### src/rtl/fp_sched_pkg.sv
// Shared constants and payload types for the FP adder scheduler.
package fp_sched_pkg;

    // IEEE-754 single-precision field layout.
    localparam int unsigned FP_W     = 32;
    localparam int unsigned SIGN_BIT = 31;
    localparam int unsigned EXP_MSB  = 30;
    localparam int unsigned EXP_LSB  = 23;
    localparam int unsigned MAN_W    = 23;

    // Handy encodings for directed stimulus.
    localparam logic [FP_W-1:0] FP_ONE   = 32'h3F80_0000;
    localparam logic [FP_W-1:0] FP_TWO   = 32'h4000_0000;
    localparam logic [FP_W-1:0] FP_THREE = 32'h4040_0000;

    // Widest requester ID (up to 8 requesters).
    localparam int unsigned ID_MAX_W = 3;

    // Response payload {id, data} at its widest.
    typedef struct packed {
        logic [ID_MAX_W-1:0] id;
        logic [FP_W-1:0]     data;
    } resp_t;

    // Width of a packed {id, data} response entry for a given configuration.
    function automatic int unsigned resp_width(input int unsigned idw, input int unsigned xlen);
        return idw + xlen;
    endfunction

endpackage

### src/rtl/fp_add_scheduler_if.sv
// Client-side request/response handshakes of the FP adder scheduler.
interface fp_add_scheduler_if #(
    parameter int unsigned XLEN = 32,
    parameter int unsigned NREQ = 4,
    parameter int unsigned IDW  = $clog2(NREQ)
) ();

    logic [NREQ-1:0]      req_valid;
    logic [NREQ*XLEN-1:0] req_a;
    logic [NREQ*XLEN-1:0] req_b;
    logic [NREQ-1:0]      req_ready;
    logic                 resp_valid;
    logic [IDW-1:0]       resp_id;
    logic [XLEN-1:0]      resp_data;
    logic                 resp_ready;

    // Compute clients: issue requests, consume responses.
    modport master (
        output req_valid, req_a, req_b, resp_ready,
        input  req_ready, resp_valid, resp_id, resp_data
    );

    // Scheduler: grants requests, produces responses.
    modport slave (
        input  req_valid, req_a, req_b, resp_ready,
        output req_ready, resp_valid, resp_id, resp_data
    );

endinterface

### src/rtl/rr_arbiter.sv
// Round-robin arbiter: one-hot grant starting the search just after the last winner.
module rr_arbiter #(
    parameter int unsigned NREQ = 4,
    parameter int unsigned IDW  = $clog2(NREQ)
) (
    input  logic            clk,
    input  logic            rst,
    input  logic [NREQ-1:0] req,
    input  logic            enable,
    output logic [NREQ-1:0] grant,
    output logic [IDW-1:0]  grant_idx
);

    logic [IDW-1:0] ptr;
    logic [IDW-1:0] cand;
    logic           found;

    // Last-winner pointer; reset to NREQ-1 so requester 0 is checked first.
    always_ff @(posedge clk or posedge rst) begin
        if (rst) begin
            ptr <= IDW'(NREQ - 1);
        end else if (|grant) begin
            ptr <= grant_idx;
        end
    end

    // Scan ptr+1 .. ptr+NREQ (mod NREQ) and take the first active request.
    always_comb begin
        grant     = '0;
        grant_idx = '0;
        cand      = '0;
        found     = 1'b0;
        for (int unsigned k = 1; k <= NREQ; k++) begin
            cand = IDW'((32'(ptr) + k) % NREQ);
            if (enable && !found && req[cand]) begin
                grant[cand] = 1'b1;
                grant_idx   = cand;
                found       = 1'b1;
            end
        end
    end

endmodule

### src/rtl/fp_add_scheduler.sv
// Time-shares one external FP adder among NREQ requesters with credit-based issue.
module fp_add_scheduler
    import fp_sched_pkg::*;
#(
    parameter int unsigned XLEN    = 32,
    parameter int unsigned NREQ    = 4,
    parameter int unsigned ADD_LAT = 1,
    parameter int unsigned DEPTH   = 4,
    parameter int unsigned IDW     = $clog2(NREQ)
) (
    input  logic                clk,
    input  logic                rst,
    fp_add_scheduler_if.slave   bus,
    output logic [XLEN-1:0]     add_a,
    output logic [XLEN-1:0]     add_b,
    input  logic [XLEN-1:0]     add_result
);

    // Stage 0 is aligned with add_a/add_b, the last stage with add_result.
    localparam int unsigned NSTG    = ADD_LAT + 1;
    localparam int unsigned CNT_W   = $clog2(DEPTH + 1);
    localparam int unsigned PTR_W   = (DEPTH > 1) ? $clog2(DEPTH) : 1;
    localparam int unsigned USED_W  = $clog2(DEPTH + NSTG + 1);
    localparam int unsigned ENTRY_W = resp_width(IDW, XLEN);

    logic [NREQ-1:0]    grant;
    logic [IDW-1:0]     grant_idx;
    logic               issue_en;
    logic               fire;

    logic [NSTG-1:0]    tag_vld;
    logic [IDW-1:0]     tag_id [NSTG];

    logic [ENTRY_W-1:0] fifo_mem [DEPTH];
    logic [ENTRY_W-1:0] head;
    logic [PTR_W-1:0]   wr_ptr;
    logic [PTR_W-1:0]   rd_ptr;
    logic [CNT_W-1:0]   fifo_count;
    logic               push;
    logic               pop;

    logic [USED_W-1:0]  inflight;
    logic [USED_W-1:0]  used;

    function automatic logic [PTR_W-1:0] ptr_inc(input logic [PTR_W-1:0] p);
        return (p == PTR_W'(DEPTH - 1)) ? '0 : p + PTR_W'(1);
    endfunction

    // Credits: every accepted op owns a FIFO slot until it is popped.
    always_comb begin
        inflight = '0;
        for (int unsigned i = 0; i < NSTG; i++) begin
            inflight = inflight + USED_W'(tag_vld[i]);
        end
        used     = USED_W'(fifo_count) + inflight;
        pop      = (fifo_count != '0) && bus.resp_ready;
        issue_en = !rst && ((used < USED_W'(DEPTH)) || pop);
        push     = tag_vld[NSTG-1];
        fire     = |grant;
    end

    rr_arbiter #(
        .NREQ (NREQ),
        .IDW  (IDW)
    ) u_arb (
        .clk       (clk),
        .rst       (rst),
        .req       (bus.req_valid),
        .enable    (issue_en),
        .grant     (grant),
        .grant_idx (grant_idx)
    );

    assign bus.req_ready = grant;

    // Operand registers: load the winner's operands, hold otherwise.
    always_ff @(posedge clk or posedge rst) begin
        if (rst) begin
            add_a <= '0;
            add_b <= '0;
        end else if (fire) begin
            add_a <= bus.req_a[grant_idx*XLEN +: XLEN];
            add_b <= bus.req_b[grant_idx*XLEN +: XLEN];
        end
    end

    // Tag pipe: carries the requester ID alongside the adder's latency.
    always_ff @(posedge clk or posedge rst) begin
        if (rst) begin
            tag_vld <= '0;
            for (int unsigned i = 0; i < NSTG; i++) begin
                tag_id[i] <= '0;
            end
        end else begin
            tag_vld   <= {tag_vld[NSTG-2:0], fire};
            tag_id[0] <= grant_idx;
            for (int unsigned i = 1; i < NSTG; i++) begin
                tag_id[i] <= tag_id[i-1];
            end
        end
    end

    // Response FIFO: capture {id, sum} when the tag leaves the pipe.
    always_ff @(posedge clk or posedge rst) begin
        if (rst) begin
            wr_ptr     <= '0;
            rd_ptr     <= '0;
            fifo_count <= '0;
            for (int unsigned i = 0; i < DEPTH; i++) begin
                fifo_mem[i] <= '0;
            end
        end else begin
            if (push) begin
                fifo_mem[wr_ptr] <= {tag_id[NSTG-1], add_result};
                wr_ptr           <= ptr_inc(wr_ptr);
            end
            if (pop) begin
                rd_ptr <= ptr_inc(rd_ptr);
            end
            case ({push, pop})
                2'b10:   fifo_count <= fifo_count + CNT_W'(1);
                2'b01:   fifo_count <= fifo_count - CNT_W'(1);
                default: fifo_count <= fifo_count;
            endcase
        end
    end

    // First-word fall-through head presentation.
    always_comb begin
        head           = fifo_mem[rd_ptr];
        bus.resp_valid = (fifo_count != '0);
        bus.resp_id    = head[ENTRY_W-1 -: IDW];
        bus.resp_data  = head[XLEN-1:0];
    end

endmodule

### src/flat_wrapper.sv
// flat-port wrapper written by rule: the top's interface ports become plain ports
module fp_add_scheduler_flat import fp_sched_pkg::*;
#(
    parameter int unsigned XLEN    = 32,
    parameter int unsigned NREQ    = 4,
    parameter int unsigned ADD_LAT = 1,
    parameter int unsigned DEPTH   = 4,
    parameter int unsigned IDW     = $clog2(NREQ)
)
  (clk, rst, add_a, add_b, add_result, bus_req_valid, bus_req_a, bus_req_b, bus_resp_ready, bus_req_ready, bus_resp_valid, bus_resp_id, bus_resp_data);
  fp_add_scheduler_if #(.XLEN(XLEN), .NREQ(NREQ), .IDW(IDW)) bus_i ();
  input  logic clk;
  input  logic rst;
  output logic [XLEN-1:0] add_a;
  output logic [XLEN-1:0] add_b;
  input  logic [XLEN-1:0] add_result;
  input wire logic [$bits(bus_i.req_valid)-1:0] bus_req_valid;
  input wire logic [$bits(bus_i.req_a)-1:0] bus_req_a;
  input wire logic [$bits(bus_i.req_b)-1:0] bus_req_b;
  input wire logic [$bits(bus_i.resp_ready)-1:0] bus_resp_ready;
  output wire logic [$bits(bus_i.req_ready)-1:0] bus_req_ready;
  output wire logic [$bits(bus_i.resp_valid)-1:0] bus_resp_valid;
  output wire logic [$bits(bus_i.resp_id)-1:0] bus_resp_id;
  output wire logic [$bits(bus_i.resp_data)-1:0] bus_resp_data;
  assign bus_i.req_valid = bus_req_valid;
  assign bus_i.req_a = bus_req_a;
  assign bus_i.req_b = bus_req_b;
  assign bus_i.resp_ready = bus_resp_ready;
  assign bus_req_ready = bus_i.req_ready;
  assign bus_resp_valid = bus_i.resp_valid;
  assign bus_resp_id = bus_i.resp_id;
  assign bus_resp_data = bus_i.resp_data;
  fp_add_scheduler #(.XLEN(XLEN), .NREQ(NREQ), .ADD_LAT(ADD_LAT), .DEPTH(DEPTH), .IDW(IDW)) u_core (.clk(clk), .rst(rst), .bus(bus_i), .add_a(add_a), .add_b(add_b), .add_result(add_result));
endmodule
### config.mk
export PLATFORM = sky130hd
export DESIGN_NAME = fp_add_scheduler_flat
export DESIGN_NICKNAME = d
export VERILOG_FILES = /design/src/rtl/fp_sched_pkg.sv /design/src/rtl/fp_add_scheduler_if.sv /design/src/rtl/rr_arbiter.sv /design/src/rtl/fp_add_scheduler.sv /design/src/flat_wrapper.sv
export SDC_FILE = /design/constraint.sdc
export NUM_CORES = 1
export LEC_CHECK = 0
export BUFFER_PORTS_ARGS = -buffer_cell sky130_fd_sc_hd__buf_2
export CORE_AREA = 2 2 157 159
export CTS_BUF_LIST = sky130_fd_sc_hd__clkbuf_8
export DETAILED_ROUTE_END_ITERATION = 8
export DIE_AREA = 0 0 159 161
export PLACE_DENSITY = 0.75
export SLEW_MARGIN = 5
export SYNTH_ARGS = -nofsm -noshare
export SYNTH_HDL_FRONTEND = slang
export SYNTH_HIERARCHICAL = 1
export SYNTH_SLANG_ARGS = --single-unit
### constraint.sdc
create_clock -name clk -period 11.8 [get_ports clk]
set_input_delay 2.36 -clock clk [delete_from_list [all_inputs] [get_ports clk]]
set_output_delay 2.36 -clock clk [all_outputs]
set_load 0.05 [all_outputs]
; ---- Word-level counts from Yosys, hierarchy flattened
; Cells that the tools add are included.
[word_totals]
regBits = 215
latch_bits = 0
ram_bits = 0
mem_bits_ro = 0
output_inout_bits = 103
wordCells = 104
n_memories = 0
[classes]
n_addsub = 10
mul = 0
div = 0
magnitude_cmp = 12
eq_ne = 4
shift = 2
n_mux = 36
bitwise_logic = 5
reduce_logical = 22
[ops]
columns = operator, count
row1 = $shiftx 128x8->32, 2
row2 = $bwmux 136, 1
row3 = $mux 34, 3
row4 = $bmux 34 s2, 1
row5 = $demux 34 s2, 1
row6 = $mux 4, 4
row7 = $logic_and 1x1->1, 14
row8 = $lt 2x3->1 const B, 4
row9 = $mux 2, 6
row10 = $or 4x4->4, 3
row11 = $mux 1, 11
row12 = $add 2x1->2 const B, 4
row13 = $bmux 1 s2, 4
row14 = $demux 1 s2, 4
row15 = $ge 2x1->1 const B, 4
row16 = $eq 2x2->1 const B, 3
row17 = $ge 3x3->1 const B, 2
row18 = $not 2->3, 2
row19 = $pmux 3 s2, 1
row20 = $add 2x2->2 const B, 2
row21 = $logic_not 1->1, 4
row22 = $reduce_or 4->1, 1
row23 = $add 3x1->3 const B, 1
row24 = $add 3x3->3, 1
row25 = 8 further kinds, 8

; ---- Longest topological paths before layout
[logic_depth]
depth_word = 20
depth_mapped = 14
mapped_depth_nobuf = 9

; ---- By module
; Netlist, hierarchy kept.
[by_module_without_submodules]
columns = mod, n_inst, cells_each, area_per_inst_um2, seq_area_each_um2
row1 = fp_add_scheduler, 1, 594, 10341.2, 5330.1
row2 = rr_arbiter, 1, 77, 693.2, 52.6

; ---- Worst setup path after synthesis
; OpenSTA, ideal clock, no wires.
[synth_timing]
path_kind = input -> output
from = input bus_req_valid[0]
to = output bus_req_ready[3]
arrival_time_ps = 3785
required_ps = 9440
slack_ps = 5655
path_stages = 4
cell_sequence = mux4_2 -> nor2b_4 -> nand3_1 -> a41oi_2
[synth_via]
elab_chain_cells = 16
word_cells_on_any_way = 28
[synth_lines]
columns = item, line_no
row1 = "start, declared", flat_wrapper.sv:17  ; input wire logic [$bits(bus_i.req_valid)-1:0] bus_req_valid;
row2 = $bmux 1 s2, rr_arbiter.sv:35  ; if (enable && !found && req[cand]) begin
row3 = $mux 1 (implied by the code), rr_arbiter.sv:35
row4 = $logic_and 1x1->1, rr_arbiter.sv:35
row5 = $mux 1, rr_arbiter.sv:35
row6 = $logic_not 1->1, rr_arbiter.sv:35
row7 = $logic_and 1x1->1 (2 in a row), rr_arbiter.sv:35
row8 = $mux 1, rr_arbiter.sv:35
row9 = $logic_not 1->1, rr_arbiter.sv:35
row10 = $logic_and 1x1->1 (2 in a row), rr_arbiter.sv:35
row11 = $mux 1, rr_arbiter.sv:35
row12 = $logic_not 1->1, rr_arbiter.sv:35
row13 = $logic_and 1x1->1 (2 in a row), rr_arbiter.sv:35
row14 = $mux 4 *, rr_arbiter.sv:35
row15 = "end, declared", flat_wrapper.sv:21  ; output wire logic [$bits(bus_i.req_ready)-1:0] bus_req_ready;
; Mark *: on every way between the ends. The rest lies on a longest branch, timed or not. The select of a mux whose other input is x is not followed.

; ---- Worst setup path in the final report
[layout_timing]
from = input bus_resp_ready
to = output bus_req_ready[1]
[layout_via]
elab_chain_cells = 17
word_cells_on_any_way = 23
[layout_lines]
columns = item, line_no
row1 = "start, declared", flat_wrapper.sv:20  ; input wire logic [$bits(bus_i.resp_ready)-1:0] bus_resp_ready;
row2 = $logic_and 1x1->1 *, fp_add_scheduler.sv:56  ; pop = (fifo_count != '0) && bus.resp_ready;
row3 = $logic_or 1x1->1 *, fp_add_scheduler.sv:57  ; issue_en = !rst && ((used < USED_W'(DEPTH)) || pop);
row4 = $logic_and 1x1->1 *, fp_add_scheduler.sv:57
row5 = named net u_core.issue_en, fp_add_scheduler.sv:28  ; logic issue_en;
row6 = $logic_and 1x1->1, rr_arbiter.sv:35
row7 = $mux 1, rr_arbiter.sv:35
row8 = $logic_not 1->1, rr_arbiter.sv:35
row9 = $logic_and 1x1->1 (2 in a row), rr_arbiter.sv:35
row10 = $mux 1, rr_arbiter.sv:35
row11 = $logic_not 1->1, rr_arbiter.sv:35
row12 = $logic_and 1x1->1 (2 in a row), rr_arbiter.sv:35
row13 = $mux 1, rr_arbiter.sv:35
row14 = $logic_not 1->1, rr_arbiter.sv:35
row15 = $logic_and 1x1->1 (2 in a row), rr_arbiter.sv:35
row16 = $mux 4 *, rr_arbiter.sv:35
; Mark *: on every way through the listed nets, which the timed path passes. The rest lies on a longest branch.

==> metrics.txt <==
status=finished, final reports clean; clk_lat worst skew=0.52 ns; maxcap violations=0; Final ANT Viol Nets=0; M2 GR Usage=37.6%; Yosys reg bits=215; measured slew at the worst slew-check pin=0.901 ns; critical path class=in -> out; net count after synthesis=slightly below 1000; Rows=57; Slew Limit Fails=0; GPL Wtd Cong=0.879; GRT met3 Usage=9.58%; Async SR Flop Fraction=100%; num ports=between 300 and 400; CTS Buf Count=38; CTS tree=done; worst path required time=9.44 ns; vias per cell=roughly 5.4; RSZ-0062 raised after global routing=false; Sw Share=45.2%; area added between synthesis and finish=27.3%; top_reg_cell synth=dfrtp_1; Setup Viol. Count Final=0; synth unique cells=42; Critical Path AT=around 4.2 ns; Post-Syn Area=between 10000 and 15000 um^2; mux cell area share after synthesis=about 43%; number of setup buffers added after CTS=0; GRT overflow=0; CP endpoint kind=output port; GRT busiest layer=met2; VDD IR-drop max=0.222 mV; Mapped Avg Cell Area=16.4 um^2; Pwr Total=4.83 mW; Setup TNS=0 ns; top-count cell post-synth=dfrtp_1; Logic pwr share=just under 60%; clk slew on worst S/H paths=0.05 ns; largest family of logic cells by synthesized area=multiplexers; drt first pass iters=5; clock share of power=14.2%; CP max FO=6; Port Buffers=397; GRT Util Overall=24.8%; period utilization=55.4%; Switch Pwr=between 2 and 2.5 mW; Max H-tree Level=2; Final WS setup=5.27 ns; Worst setup SP type=primary input; routed len/inst=22.2 um; largest net degree at the start of global routing=84; first-pass GRT wire length=48600 um; Fmax=around 150 MHz; layout cells sized above 1=between 70% and 80%; Power Internal=around 2.6 mW; Residual DRC=0; CTS Buffer Depth=3; Synth area leader=dfrtp_1; Final #Nets=1382; Cells after Synth=between 600 and 700; starting density of the core=46.0%; Resized Gates After CTS=0; grt met1 use=around 32%; Synth Area in Adders=under 10%; post-synthesis sequential area ratio=48.8%; Synth Area in Compound Gates=1.89%; Die Area=25600 um^2; Pwr per Cell Area=344 nW/um^2; DIE HEIGHT=161 um; root buffer cell=clkbuf_8; Final min period=6.53 ns; HP Class=reg -> reg; cts hold-fix bufs=0; first-iteration detailed-routing DRC count=478; Post-synth EDFFs=0; Commonest cells post-synth=213 x dfrtp_1, 205 x mux2_2, 99 x mux4_2; initial antenna violation count=21; leak pwr=roughly 6.4 nW; Final Hold Viols=0; Die Wd=159 um; Seq pwr share=between 20% and 30%; Setup WS pre-CTS=5.29 ns; Synth Warn #=6; ranking of synthesized cells by area=dfrtp_1 48%, mux2_2 21%, mux4_2 20%; Core Region=24000 um^2; DP HPWL=23300 um; clock skew=0.0146 ns; CTS Sinks=215; vias in the first global route=8334; Post-Synth XOR/XNOR Area=less than 1%; max_slew headroom=39.9%; area fraction of the dominant cell type after synthesis=48.3%; simple logic cell fraction of the synthesized area=1.71%; via count=slightly below 8000; total wire length=about 32000 um
## logic make-up after synthesis
kind of cell / count (synthesis)
adders and majority gates: 15
AOI/OAI and AO/OA: 28
buffers and inverters: 59
xor gates and xnor gates: 3
muxes: 316
DFF: 215
and+or+nand+nor: 35
## power by group through the flow
stage | sequential (mW) | combinational [mW] | clock (mW)
after floorplan | 1.68 | 1.91 | 0
after global placement | 1.32 | 2.79 | 0
after detailed placement | 1.34 | 2.83 | 0
after CTS | 1.33 | 2.84 | 0.708
after global routing | 1.38 | 2.97 | 0.743
final | 1.33 | 2.82 | 0.685
## flip-flops by register name, indices dropped and copies added, names as in the netlist
| name | count |
|---|---|
| u_core/add_a | 32 |
| u_core/fifo_count | 3 |
| u_core/add_b | 32 |
| u_core/fifo_mem | 136 |
| u_core/tag_id | 4 |
| u_core/tag_vld | 2 |
| u_core/u_arb/ptr | 2 |
| u_core/rd_ptr | 2 |
| u_core/wr_ptr | 2 |
## layout by cell type, fill, tap and decap left out, drive strengths merged, types with 2 or more instances in the layout
cell type  instances
clkbuf            49
o21ai              9
nand2              9
buf              408
nor2               6
clkinv             3
a41oi              4
a21oi              6
or3                2
inv               26
dfrtp            213
mux2i              7
nor4               2
xor2               2
mux4             100
nand3              8
ha                14
nor2b              4
dfstp              2
o211ai             4
diode             13
mux2             209
## critical path: stages
cell,delay [ns]
buf_2,0.09
nand2b_1,0.09
a21oi_1,0.04
a311oi_1,0.65
o21ai_0,0.28
a41oi_2,0.33
buf_2,0.33
## path summary, 6_finish.rpt
path,start,to,slack (ns),depth (start not counted)
min in group asynchronous,rst,u_core/u_arb/ptr[1]$_DFFE_PP1P_,1.94,2
setup reg to reg,u_core/u_arb/ptr[0]$_DFFE_PP1P_,u_core/add_b[28]$_DFFE_PP0P_,7.07,10
max in group asynchronous,rst,u_core/fifo_mem[69]$_DFFE_PP0P_,7.73,4
hold / removal,u_core/tag_id[2]$_DFF_PP0_,u_core/tag_id[0]$_DFF_PP0_,0.35,0
hold reg to reg,u_core/tag_id[2]$_DFF_PP0_,u_core/tag_id[0]$_DFF_PP0_,0.35,0
setup / recovery,bus_resp_ready,bus_req_ready[1],5.27,7
## per-layer routing
layer  wire length [um]  vias up  part of all wire (%)
li1                   -     3416                     -
met1              12600     3947                    40
met2              14900      361                    47
met3               3360       61                    11
met4               1070        2                   3.4
met5                 13        -                 0.041
## final cells by class
| class | instances | area, um^2 |
|---|---|---|
| Inverter | 12 | 52.6 |
| Sequential cell | 215 | 5380 |
| Antenna cell | 13 | 32.5 |
| Tap cell | 324 | 405 |
| Clock buffer | 49 | 674 |
| Clock inverter | 17 | 87.6 |
| Multi-Input combinational cell | 397 | 5340 |
| Fill cell | 1989 | 9920 |
| Timing Repair Buffer | 408 | 2070 |
## metrics by stage
stage                     util, %  instances  instance area (um^2)  hold slack [ns]
after floorplan                 -        671                 11000            0.331
after global placement       55.3       1356                 13300            0.332
after detailed placement     55.3       1356                 13300            0.335
after CTS                    58.5       1422                 14000            0.348
after global routing         58.6       1431                 14000            0.361
final                        58.6       1435                 14000            0.347
(Power assumes the default switching activity.)
